### src/rtl/proc_run_ctrl.sv
// Run controller for the multi-cycle core: sequences core reset, counts RUN cycles,
// watches IO writes for pass/fail signatures and latches a verdict until restart.
module proc_run_ctrl #(
    parameter int unsigned DATA_W     = 32,
    parameter int unsigned RST_CYCLES = 2,
    parameter int unsigned TIMEOUT    = 1024,
    parameter logic [31:0] PASS_CODE  = 32'h0000_600D,
    parameter logic [31:0] FAIL_CODE  = 32'h0000_0BAD,
    parameter int unsigned CNT_W      = 16
) (
    input  logic              clk,
    input  logic              rst,
    input  logic              restart,
    input  logic              io_wr_en,
    input  logic [DATA_W-1:0] io_data,
    output logic              core_rst,
    output logic              running,
    output logic              done,
    output logic              pass,
    output logic              fail,
    output logic              timed_out,
    output logic [CNT_W-1:0]  cycle_cnt,
    output logic [CNT_W-1:0]  wr_cnt,
    output logic [DATA_W-1:0] last_io
);

    localparam int unsigned HOLD_W = (RST_CYCLES > 1) ? $clog2(RST_CYCLES) : 1;
    localparam logic [DATA_W-1:0] PASS_WORD = DATA_W'(PASS_CODE);
    localparam logic [DATA_W-1:0] FAIL_WORD = DATA_W'(FAIL_CODE);
    localparam logic [HOLD_W-1:0] HOLD_LAST = HOLD_W'(RST_CYCLES - 1);
    localparam logic [CNT_W-1:0]  TMO_LAST  = CNT_W'(TIMEOUT - 1);

    typedef enum logic [2:0] {
        ST_HOLD,
        ST_RUN,
        ST_PASS,
        ST_FAIL,
        ST_TMO
    } state_t;

    state_t            state, state_nxt;
    logic [HOLD_W-1:0] hold_cnt, hold_nxt;
    logic [CNT_W-1:0]  cycle_nxt, wr_nxt;
    logic [DATA_W-1:0] last_nxt;

    always_ff @(posedge clk) begin
        if (!rst) begin
            state     <= ST_HOLD;
            hold_cnt  <= '0;
            cycle_cnt <= '0;
            wr_cnt    <= '0;
            last_io   <= '0;
        end else begin
            state     <= state_nxt;
            hold_cnt  <= hold_nxt;
            cycle_cnt <= cycle_nxt;
            wr_cnt    <= wr_nxt;
            last_io   <= last_nxt;
        end
    end

    always_comb begin
        state_nxt = state;
        hold_nxt  = hold_cnt;
        cycle_nxt = cycle_cnt;
        wr_nxt    = wr_cnt;
        last_nxt  = last_io;
        case (state)
            ST_HOLD: begin
                if (hold_cnt == HOLD_LAST) begin
                    state_nxt = ST_RUN;
                    hold_nxt  = '0;
                end else begin
                    hold_nxt = hold_cnt + 1'b1;
                end
            end
            ST_RUN: begin
                // Restart outranks any verdict written in the same cycle.
                if (restart) begin
                    state_nxt = ST_HOLD;
                    hold_nxt  = '0;
                    cycle_nxt = '0;
                    wr_nxt    = '0;
                    last_nxt  = '0;
                end else begin
                    cycle_nxt = cycle_cnt + 1'b1;
                    if (io_wr_en) begin
                        last_nxt = io_data;
                        if (wr_cnt != '1)
                            wr_nxt = wr_cnt + 1'b1;
                    end
                    if (io_wr_en && io_data == PASS_WORD)
                        state_nxt = ST_PASS;
                    else if (io_wr_en && io_data == FAIL_WORD)
                        state_nxt = ST_FAIL;
                    else if (cycle_cnt == TMO_LAST)
                        state_nxt = ST_TMO;
                end
            end
            ST_PASS, ST_FAIL, ST_TMO: begin
                if (restart) begin
                    state_nxt = ST_HOLD;
                    hold_nxt  = '0;
                    cycle_nxt = '0;
                    wr_nxt    = '0;
                    last_nxt  = '0;
                end
            end
            default: begin
                state_nxt = ST_HOLD;
                hold_nxt  = '0;
            end
        endcase
    end

    always_comb begin
        core_rst  = (state != ST_RUN);
        running   = (state == ST_RUN);
        pass      = (state == ST_PASS);
        fail      = (state == ST_FAIL);
        timed_out = (state == ST_TMO);
        done      = pass | fail | timed_out;
    end

endmodule

### config.mk
export PLATFORM = sky130hd
export DESIGN_NAME = proc_run_ctrl
export DESIGN_NICKNAME = d
export VERILOG_FILES = /design/src/rtl/proc_run_ctrl.sv
export SDC_FILE = /design/constraint.sdc
export NUM_CORES = 1
export LEC_CHECK = 0
export CORE_MARGIN = 2
export CORE_UTILIZATION = 40
export CTS_CLUSTER_SIZE = 24
export DETAILED_ROUTE_END_ITERATION = 10
export GPL_TIMING_DRIVEN = 0
export MAX_ROUTING_LAYER = met4
export PLACE_DENSITY = 0.68
export SYNTH_ARGS = -nofsm -noshare
export SYNTH_HDL_FRONTEND = slang
export SYNTH_SLANG_ARGS = --single-unit
### constraint.sdc
create_clock -name clk -period 2.6 [get_ports clk]
set_input_delay 0.39 -clock clk [delete_from_list [all_inputs] [get_ports clk]]
set_output_delay 0.39 -clock clk [all_outputs]
set_load 0.05 [all_outputs]
==> metrics.cfg <==
[status]
status=complete, no violations

[yosys]
ys_async_sr_fraction_pct=0
avgSynthCellArea_um2=7.91
synth_nets=440
synth-edff-count=0
synth.distinct_cells=50
mappedNetlistArea_um2=3180
synth_top_area_share_pct=42.8
synth_top_area_cell=dfxtp_1
yosysMostFrequentCell=dfxtp_1
synth_seq_cells=68
netlist_top_cells_area=dfxtp_1, a21oi_1, nand3_1
ys_seq_area_share_pct=42.8
synthCells=402
ys.flop_type=dfxtp_1
yosys_warnings=0
synthTopCellsByCount=dfxtp_1, nand2_1, a21oi_1, nand3_1, nor2_1

[layout]
final_nets=556
areaGrowthSynthToFinish_pct=44.8
multiInputGateArea_um2=1730
num_antenna_cells=0
seq_area_um2=1360
post-route-util_pct=59.6
final_layout_size_suffix_gt1_share_pct=5.35
fillCellCount=711

[pwr]
p_total_mw=2.77
power.leakage_nw=1.54
peakVddDrop_v=0.000305
power_density_nw_per_um2=602

[die]
core_um2=7730
die_h_um=93.2
die_area_um2=8680
initial_core_util_pct=41.2
die_w_um=93.2
rows=32
num_io_pins=106

[setup_path]
r2r_slack_ns=0.18
cp_data_required_time_ns=2.87
worstSetupStartpointType=input pin
crit_arrival_ns=2.76
startpoint=restart
crit_type=in2reg
critPathCaptureType=flop
crit_fanout=7
reg2reg_from=state[1]

[grt]
antenna_found_initial=0
grt_pass1_vias=3247
overflow=0
grt_usage_pct=22.6
grt_max_degree=12
grt_first_pass_wirelength_um=15400

[timing]
slew_viol_final=0
hold_viol=0
finalClockSkew_ns=0.0101
setup_violations=0
worstMarginPinSlew_ns=0.950
fmax_ghz=0.401
relSlewSlack_pct=36.1
min_period_ns=2.49
setup_ws_ns=0.109
timing.hold.ws_ns=0.453
fin_crit_sh_pct=95.8

[clock_tree]
h-tree-depth=3
ctsHoldBuffers=0
cts_tree=built
cts_buffers=9
cts_root_buf=clkbuf_8
cts_sinks=68
cts_resized=2
clk_pin_slew_ns=0.08
post-cts-setup-buffer-count=0
clkLatencyLatePin_ns=0.34
cts.path.max_buffers=2

[routing]
vias=3443
drc_errors=0
drt-initial-drc-count=175
dr.pass1.iters=7
viasPerCell=5.51
antenna_left=0
wl_per_cell_um=15.2
drt-total-wl_um=9470

[placement]
post-place-ws_ns=-0.382
io_buffers=105
dpl.hpwl_um=6950
gp_congestion=0.905

[min_path]
hp-class=reg2reg
hold_start=last_io[30]

[flow_run]
drv_cap=0

-- per-stage QoR --
step / cell area (um^2) / setup TNS [ns] / cells
3_3_place_gp: 4360 / -5.44 / 609
4_1_cts: 4580 / 0 / 625
6_report: 4610 / 0 / 625
2_1_floorplan: 3190 / 0 / 402
5_1_grt: 4610 / -0.0125 / 625
3_5_place_dp: 4360 / -6.51 / 609
-- worst max-delay path: stages --
cell and delay [ns]:
clkdlybuf4s50_1 0.55, nor2_1 0.11, o41a_1 0.50, or4_4 0.60, or4b_1 0.47, a21oi_1 0.14
-- registers in the layout, summed over array words and instances, names as in the netlist --
register   count
cycle_cnt     16
hold_cnt       1
last_io       32
state          3
wr_cnt        16
-- cell usage in the layout, fill, tap and decap left out, types with 2 or more instances in the layout --
| cell type | n |
|---|---|
| nand4_1 | 6 |
| or4_1 | 3 |
| or4b_1 | 3 |
| and2_1 | 6 |
| nand2_1 | 54 |
| a311oi_1 | 4 |
| clkinv_2 | 3 |
| ha_1 | 2 |
| nand4b_1 | 2 |
| xor2_1 | 2 |
| nor4_1 | 12 |
| nor3_1 | 10 |
| nand3b_1 | 3 |
| mux2i_1 | 4 |
| o21ai_0 | 14 |
| bufinv_16 | 2 |
| nor2_1 | 29 |
| inv_1 | 4 |
| o21a_1 | 3 |
| xnor2_1 | 4 |
| or3_1 | 4 |
| clkdlybuf4s50_1 | 100 |
| dlymetal6s2s_1 | 4 |
| a31oi_1 | 9 |
| dfxtp_1 | 68 |
| nor4b_1 | 3 |
| and3_1 | 4 |
| o21ai_1 | 5 |
| clkbuf_8 | 10 |
| nor2b_1 | 3 |
| or2_2 | 3 |
| o211ai_1 | 2 |
| clkbuf_1 | 21 |
| a211oi_1 | 2 |
| nand3_1 | 41 |
| a21oi_1 | 52 |
| buf_4 | 2 |
-- layout make-up --
cell class,count,area share [%]
clock buffer,11,3.07
timing repair buffer,105,23.0
clock inverter,5,1.63
inverter,4,0.326
multi-input combinational,307,37.6
sequential,68,29.6
buffer,23,2.04
tap,102,2.77
-- metal layers --
| metal | vias to the layer above | global-route usage (%) | wire length (um) |
|---|---|---|---|
| met5 | - | - | 0 |
| met4 | 0 | 7.23 | 135 |
| met3 | 13 | 5.56 | 650 |
| met2 | 114 | 35.4 | 4410 |
| met1 | 1610 | 29.0 | 4280 |
| li1 | 1706 | - | - |
-- cell families (layout without fill, tap and decap cells) --
logic type	count (synthesis)	in the layout	synth area share, %
simple gates	195	195	31.6
compound gates	99	99	18.1
flops	68	68	42.8
buf+inv	27	148	3.42
xor+xnor	6	6	1.65
mux	5	5	1.61
fa+ha+maj	2	2	0.787
-- where the power goes --
part / internal [mW] / switching (mW)
Sequential: 1.09 / 0.0283
Combinational: 0.234 / 0.455
Clock: 0.562 / 0.407
-- worst paths after layout --
kind / end / depth (start not counted)
worst max-delay path: wr_cnt[12] / 6
worst min-delay path: last_io[30] / 2
worst max register to register: wr_cnt[1] / 6
worst min register to register: last_io[30] / 2
(Power assumes the default switching activity.)
